$ cat src/rtl/alu_pkg.sv
// Shared opcode and state definitions for the sequential ALU.
package alu_pkg;

  localparam int OP_W = 3;

  localparam logic [OP_W-1:0] OP_PASS = 3'd0;
  localparam logic [OP_W-1:0] OP_MUL  = 3'd1;
  localparam logic [OP_W-1:0] OP_ADD  = 3'd2;
  localparam logic [OP_W-1:0] OP_SUB  = 3'd3;
  localparam logic [OP_W-1:0] OP_DIV  = 3'd4;
  localparam logic [OP_W-1:0] OP_MOD  = 3'd5;

  typedef enum logic [1:0] {
    IDLE = 2'd0,
    DIV  = 2'd1,
    DONE = 2'd2
  } state_t;

endpackage

$ cat src/rtl/seq_divider.sv
// Restoring unsigned divider, one quotient bit per cycle, MSB first.
// quotient/remainder show the post-iteration values so the final step can be captured on the edge it completes.
module seq_divider #(
  parameter int WIDTH = 16
) (
  input  logic             clk,
  input  logic             rst,
  input  logic             load,
  input  logic [WIDTH-1:0] dividend,
  input  logic [WIDTH-1:0] divisor,
  output logic [WIDTH-1:0] quotient,
  output logic [WIDTH-1:0] remainder,
  output logic             valid
);

  localparam int CNT_W = $clog2(WIDTH + 1);

  logic [WIDTH-1:0] r_quo;
  logic [WIDTH-1:0] r_rem;
  logic [WIDTH-1:0] r_div;
  logic [CNT_W-1:0] r_cnt;

  logic [WIDTH:0]   w_rem_sh;
  logic             w_ge;
  logic [WIDTH-1:0] w_rem_sub;
  logic [WIDTH-1:0] w_rem_next;
  logic [WIDTH-1:0] w_quo_next;

  // Extra top bit keeps the compare exact before the subtract brings it back in range.
  assign w_rem_sh   = {r_rem, r_quo[WIDTH-1]};
  assign w_ge       = (w_rem_sh >= {1'b0, r_div});
  assign w_rem_sub  = w_rem_sh[WIDTH-1:0] - r_div;
  assign w_rem_next = w_ge ? w_rem_sub : w_rem_sh[WIDTH-1:0];
  assign w_quo_next = {r_quo[WIDTH-2:0], w_ge};

  always_ff @(posedge clk or posedge rst) begin
    if (rst) begin
      r_quo <= '0;
      r_rem <= '0;
      r_div <= '0;
      r_cnt <= '0;
    end else if (load) begin
      r_quo <= dividend;
      r_rem <= '0;
      r_div <= divisor;
      r_cnt <= CNT_W'(WIDTH);
    end else if (r_cnt != '0) begin
      r_quo <= w_quo_next;
      r_rem <= w_rem_next;
      r_cnt <= r_cnt - 1'b1;
    end
  end

  assign quotient  = w_quo_next;
  assign remainder = w_rem_next;
  assign valid     = (r_cnt == CNT_W'(1));

endmodule

$ cat src/rtl/seq_alu.sv
// Registered ALU between accumulator and data bus: single-cycle pass/add/sub/mul,
// multi-cycle div/mod through seq_divider, with busy/done handshake and result flags.
module seq_alu
  import alu_pkg::*;
#(
  parameter int WIDTH = 16
) (
  input  logic             clk,
  input  logic             rst,
  input  logic             start,
  input  logic [OP_W-1:0]  operation,
  input  logic [WIDTH-1:0] in_bus,
  input  logic [WIDTH-1:0] in_AC,
  output logic [WIDTH-1:0] data_out,
  output logic             busy,
  output logic             done,
  output logic             zero,
  output logic             div_by_zero
);

  state_t           r_state;
  state_t           w_state_next;
  logic             r_is_mod;
  logic             w_load;
  logic             w_upd;
  logic             w_dbz;
  logic [WIDTH-1:0] w_result;
  logic [WIDTH-1:0] w_mul;
  logic [WIDTH-1:0] w_quo;
  logic [WIDTH-1:0] w_rem;
  logic             w_div_valid;

  assign w_mul = in_AC * in_bus;

  seq_divider #(.WIDTH(WIDTH)) u_div (
    .clk       (clk),
    .rst       (rst),
    .load      (w_load),
    .dividend  (in_AC),
    .divisor   (in_bus),
    .quotient  (w_quo),
    .remainder (w_rem),
    .valid     (w_div_valid)
  );

  always_comb begin
    w_state_next = r_state;
    w_load       = 1'b0;
    w_upd        = 1'b0;
    w_dbz        = 1'b0;
    w_result     = '0;
    case (r_state)
      IDLE: begin
        if (start) begin
          w_upd        = 1'b1;
          w_state_next = DONE;
          case (operation)
            OP_MUL: w_result = w_mul;
            OP_ADD: w_result = in_AC + in_bus;
            OP_SUB: w_result = in_AC - in_bus;
            OP_DIV, OP_MOD: begin
              if (in_bus == '0) begin
                w_result = (operation == OP_MOD) ? in_AC : '1;
                w_dbz    = 1'b1;
              end else begin
                w_upd        = 1'b0;
                w_load       = 1'b1;
                w_state_next = DIV;
              end
            end
            default: w_result = in_bus;
          endcase
        end
      end
      DIV: begin
        if (w_div_valid) begin
          w_result     = r_is_mod ? w_rem : w_quo;
          w_upd        = 1'b1;
          w_state_next = DONE;
        end
      end
      DONE:    w_state_next = IDLE;
      default: w_state_next = IDLE;
    endcase
  end

  always_ff @(posedge clk or posedge rst) begin
    if (rst) begin
      r_state     <= IDLE;
      r_is_mod    <= 1'b0;
      data_out    <= '0;
      zero        <= 1'b0;
      div_by_zero <= 1'b0;
    end else begin
      r_state <= w_state_next;
      if (w_load) begin
        r_is_mod <= (operation == OP_MOD);
      end
      if (w_upd) begin
        data_out    <= w_result;
        zero        <= (w_result == '0);
        div_by_zero <= w_dbz;
      end
    end
  end

  assign busy = (r_state == DIV);
  assign done = (r_state == DONE);

endmodule

$ cat config.mk
export PLATFORM = sky130hd
export DESIGN_NAME = seq_alu
export DESIGN_NICKNAME = d
export VERILOG_FILES = /design/src/rtl/alu_pkg.sv /design/src/rtl/seq_divider.sv /design/src/rtl/seq_alu.sv
export SDC_FILE = /design/constraint.sdc
export NUM_CORES = 1
export LEC_CHECK = 0
export ABC_AREA = 0
export CELL_PAD_IN_SITES_DETAIL_PLACEMENT = 1
export CELL_PAD_IN_SITES_GLOBAL_PLACEMENT = 1
export CORE_MARGIN = 2
export CORE_UTILIZATION = 51
export CTS_CLUSTER_DIAMETER = 60
export DETAILED_ROUTE_END_ITERATION = 12
export MAX_ROUTING_LAYER = met4
export PLACE_DENSITY = 0.95
export SLEW_MARGIN = 30
export SYNTH_ARGS = -nofsm -noshare
export SYNTH_HDL_FRONTEND = slang
export SYNTH_SLANG_ARGS = --single-unit
$ cat constraint.sdc
create_clock -name clk -period 6 [get_ports clk]
set_clock_uncertainty 0.05 [all_clocks]
set_input_delay 1.5 -clock clk [delete_from_list [all_inputs] [get_ports clk]]
set_output_delay 1.5 -clock clk [all_outputs]
set_load 0.02 [all_outputs]
==> flow_metrics.env, run 1 <==
export IMPL_status="stopped before the end"
export IMPL_stop_stage="5_1_grt"
export IMPL_error="[ERROR GRT-0116] Global routing finished with congestion. Check the congestion regions in the DRC Viewer."
export IMPL_placed_area_sq_um=11600
export IMPL_ys_flop_type="dfrtp_1"
export IMPL_grt_max_degree=49
export IMPL_overflow=8
export IMPL_numCtsBuffers=9
export IMPL_cts_root_buffer_cell="clkbuf_16"
export IMPL_gp_congestion=1.01
export IMPL_synth_cell_types=77
export IMPL_synthesis_area_sq_um=9840
export IMPL_track_usage_pct=73.2
export IMPL_ios=58
export IMPL_die_h_um=143
export IMPL_netlist_instances=1217
export IMPL_ys_async_sr_fraction_pct=100
export IMPL_syn_area_per_cell_sq_um=8.08
export IMPL_hpwl_mm=34.4
export IMPL_cts_htree_levels=3
export IMPL_synth_seq_cells=74
export IMPL_syn_nets=1421
export IMPL_grt_pass1_wl_mm=103
export IMPL_die_x_um=143
export IMPL_std_cell_rows=50
export IMPL_cts_sinks=74
export IMPL_start_util_pct=52.2
export IMPL_port_buffers=57
export IMPL_yosysWarnings=0
export IMPL_dp_slack_ps=-1740
export IMPL_seq_area_frac_synth_pct=18.8
export IMPL_synth_edff_count=0
export IMPL_grt_pass1_vias=14839
export IMPL_clockBufferDepth=2
-- Yosys cell counts (all sizes together), types with 3 or more instances --
library cell / instances / area share, %
a31oi: 23 / 1.6
o21bai: 6 / 0.46
nor3: 23 / 1.2
nand2: 175 / 6.7
o221ai: 7 / 0.62
nor4: 5 / 0.45
xnor2: 48 / 4.3
xor2: 29 / 2.6
ha: 84 / 11
fa: 82 / 17
o21ai: 70 / 3.7
a211o: 3 / 0.27
nand3: 21 / 1.1
clkbuf: 49 / 1.9
a21o: 10 / 0.76
o2111ai: 4 / 0.36
nor3b: 3 / 0.23
inv: 153 / 5.8
a21oi: 50 / 2.5
and3: 5 / 0.32
o211ai: 12 / 0.92
mux2i: 8 / 0.81
a221o: 4 / 0.41
or2: 6 / 0.38
a211oi: 17 / 1.3
a31o: 3 / 0.27
buf: 6 / 0.33
nor2b: 6 / 0.38
nand2b: 12 / 0.76
a22oi: 3 / 0.23
o21a: 5 / 0.38
and2: 74 / 4.7
nor2: 83 / 3.2
nand4: 6 / 0.38
o22ai: 6 / 0.38
dfrtp: 74 / 19
-- logic make-up after synthesis --
group	Yosys count	share of synthesized area, %
XOR/XNOR	77	6.86
AND/OR/NAND/NOR	431	21.0
AO/OA/AOI/OAI	251	16.8
multiplexers	10	1.12
adder cells (fa/ha/maj)	166	27.4
flip-flops	74	18.8
buffers and inverters	208	8.04
-- per-stage QoR --
step,instances,TNS (ps)
after CTS,1625,-4750
after detailed placement,1587,-15450
after global placement,1587,-10800
after floorplan,1217,-1780
-- layer usage --
metal	GRT overflow	GRT usage, %
met3	0	54.7
met4	5	72.4
met1	0	72.9
met5	-	-
met2	3	88.1
-- timing repair --
item	4_1_cts
gates resized for setup	178
setup endpoints to repair	12
pin swaps	80
buffers inserted	25
hold buffers	0
==> run 2: changes to the inputs <==
CELL_PAD_IN_SITES_DETAIL_PLACEMENT = default   (was 1)
CELL_PAD_IN_SITES_GLOBAL_PLACEMENT = default   (was 1)
CORE_UTILIZATION = 40   (was 51)
CTS_CLUSTER_DIAMETER = default   (was 60)
MAX_ROUTING_LAYER = default   (was met4)
PLACE_DENSITY = default   (was 0.95)
PLACE_DENSITY_LB_ADDON = 0.15   (was default)
==> run 2 against run 1 <==
  * The flow now finishes, with violations (negative setup slack)
  * Synthesized cell count is the same
  * Area after synthesis unchanged
==> flow_metrics.env, run 2 <==
export IMPL_min_period_ps=6480
export IMPL_whs_ps=419
export IMPL_overflow=0
export IMPL_yosys_top_cells_count="nand2_1, inv_1, ha_1"
export IMPL_yosys_area_top_type="dfrtp_1"
export IMPL_worst_path_most_repeated_cell="fa_1"
export IMPL_worst_path_buf_inv=5
export IMPL_syn_nets=1421
export IMPL_synthTopCellsByArea="dfrtp_1, fa_1, ha_1"
export IMPL_syn_to_final_growth_pct=27.6
export IMPL_powerDensity_nw_per_um2=564
export IMPL_slowest_stage="fa_1"
export IMPL_violations="negative setup slack"
export IMPL_cp_required_ps=6230
export IMPL_synth_seq_cells=74
export IMPL_start_kind="input pin"
export IMPL_synth_cell_types=77
export IMPL_crit_arrival_ps=6710
export IMPL_die_x_um=161
export IMPL_cts_sinks=74
export IMPL_core_area_sq_um=24200
export IMPL_clockBufferDepth=2
export IMPL_path_class="input pin to register"
export IMPL_grt_pass1_vias=9223
export IMPL_avgViaCountPerCell=5.36
export IMPL_r2r_end="zero$_DFFE_PP0P_"
export IMPL_crit_start="in_AC[11]"
export IMPL_clock_latency_ps=340
export IMPL_final_cell_mix="nand2_1, inv_1, buf_4, nor2_1, fa_1"
export IMPL_wl_per_cell_um=18.7
export IMPL_dr_pass1_iters=5
export IMPL_crit_path_cell_trace="dlygate4sd2_1 > buf_4 > and2_1 > fa_1 > inv_1 > fa_1 > inv_1 > fa_1 > fa_1 > inv_1 > fa_1 > fa_2 > xor2_2 > xnor2_2 > xnor2_2 > xnor2_2 > xnor2_1 > xnor2_1 > o221ai_1 > a21oi_2 > a32o_1"
export IMPL_drive_above_1_share_pct=21.7
export IMPL_hp_start="data_out[15]$_DFFE_PP0P_"
export IMPL_wl_mm=31.8
export IMPL_r2r_start="u_div.r_rem[8]$_DFFE_PP0P_"
export IMPL_ir_drop_mv=0.482
export IMPL_cts_htree_levels=3
export IMPL_track_usage_pct=25.4
export IMPL_fill_cells=2367
export IMPL_final_hold_viol_count=0
export IMPL_crit_cells=21
export IMPL_yosysMostFrequentCell="nand2_1"
export IMPL_hpwl_mm=25.4
export IMPL_drt_iter0_drc=711
export IMPL_path_max_fanout=4
export IMPL_crit_path_end="zero$_DFFE_PP0P_"
export IMPL_final_common_cell="nand2_1"
export IMPL_cap_viol_max_count=0
export IMPL_numCtsBuffers=9
export IMPL_r2r_cells=11
export IMPL_finalSetupTns_ps=-2110
export IMPL_syn_area_per_cell_sq_um=8.08
export IMPL_finalMaxSlewViolations=0
export IMPL_die_h_um=161
export IMPL_p_leak_nw=5.79
export IMPL_period_share_pct=108
export IMPL_synth_edff_count=0
export IMPL_fmax_mhz=154
export IMPL_ys_flop_type="dfrtp_1"
export IMPL_synth_top_area_share_pct=18.8
export IMPL_postRouteAntennaNets=0
export IMPL_antenna_found_initial=0
export IMPL_min_path_type="register to register"
export IMPL_r2r_setup_slack_ps=1890
export IMPL_drc=0
export IMPL_vias=9105
export IMPL_grt_pass1_wl_mm=51.0
export IMPL_cts_tree="yes"
export IMPL_seq_area_frac_synth_pct=18.8
export IMPL_status="finished with violations"
export IMPL_setup_slack_ps=-480
export IMPL_std_cell_rows=57
export IMPL_tightest_slew_ps=950
export IMPL_synthesis_area_sq_um=9840
export IMPL_final_core_util_pct=51.7
export IMPL_ios=58
export IMPL_gp_congestion=0.906
export IMPL_grt_max_degree=63
export IMPL_rsz0062_at_grt="yes"
export IMPL_endpoint_kind="register"
export IMPL_ys_async_sr_fraction_pct=100
export IMPL_critPathTopFamily="adder cells"
export IMPL_yosysWarnings=0
export IMPL_netlist_instances=1217
export IMPL_finalSetupViolCount=7
export IMPL_start_util_pct=40.6
export IMPL_clk_pin_slew_ps=60
export IMPL_final_area_sq_um=12500
export IMPL_slowest_delay_ps=540
export IMPL_slew_headroom_pct=36.4
export IMPL_port_buffers=57
export IMPL_diodes=0
export IMPL_final_nets=1574
export IMPL_cts_root_buffer_cell="clkbuf_16"
export IMPL_placed_area_sq_um=11700
export IMPL_die_area_sq_um=25900
[run 2: cell counts after synthesis]
Identical to the previous run, type by type.
[run 2: metrics by stage]
| step | total power, mW | setup WS [ps] | instances |
|---|---|---|---|
| final | 7.08 | -480 | 1698 |
| after global routing | 7.75 | -706 | 1698 |
| after CTS | 6.95 | -555 | 1694 |
| after detailed placement | 5.87 | -1360 | 1662 |
| after global placement | 5.82 | -1350 | 1662 |
| after floorplan | 4.45 | -623 | 1217 |
[run 2: tightest hold or removal path, stage by stage, from the launching register on]
cell and delay, ps:
dfrtp_1 340, nand2_1 50, nand2_1 50
[run 2: timing repair]
item                       in CTS  in global routing
buffers inserted               19                  8
gates cloned                    1                  0
setup endpoints to repair      11                 10
pin swaps                      70                 57
hold buffers                    0                  0
resized for setup             143                 73
hold endpoints to repair        0                  0
[run 2: area by class of cell]
cell class                      count  area, sq um  area share [%]
Sequential cell                    74         1850            14.8
Multi-Input combinational cell    935         7660            61.1
Inverter                          153          576            4.59
Tap cell                          324          405            3.23
Timing Repair Buffer              197         1720            13.7
Clock inverter                      4         75.1           0.598
Clock buffer                       11          253            2.01
[run 2: worst min path at each step]
| stage | cells past startpoint | endpoint | slack, ps |
|---|---|---|---|
| 2_1_floorplan | 2 | u_div.r_div[1]$_DFFE_PP0P_ | 400 |
| 3_3_place_gp | 2 | data_out[10]$_DFFE_PP0P_ | 410 |
| 3_5_place_dp | 2 | data_out[8]$_DFFE_PP0P_ | 410 |
| 4_1_cts | 2 | data_out[15]$_DFFE_PP0P_ | 430 |
| 5_1_grt | 1 | data_out[11]$_DFFE_PP0P_ | 440 |
| 6_report | 2 | data_out[15]$_DFFE_PP0P_ | 420 |
[run 2: per-layer routing]
metal	GRT usage, %	vias up	share of wire [%]
li1	-	4361	-
met1	38.4	4461	49
met2	39.8	262	44
met3	3.28	21	5.7
met4	3.37	0	0.80
met5	0	-	0
[run 2: kinds of logic (layout without fill, tap and decap cells)]
family          Yosys count  after routing  synth area share, %
compound gates          251            251                 16.8
simple gates            431            431                 21.0
fa+ha+maj               166            166                 27.4
buf+inv                 208            365                 8.04
mux                      10             10                 1.12
flops                    74             74                 18.8
xor+xnor                 77             77                 6.86
[run 2: where the power goes]
group / switching, mW / internal [mW] / total (mW)
Clock: 0.209 / 0.384 / 0.594
Combinational: 2.97 / 2.57 / 5.54
Sequential: 0.183 / 0.765 / 0.948
Note: power is estimated with default switching activity, not from simulation.
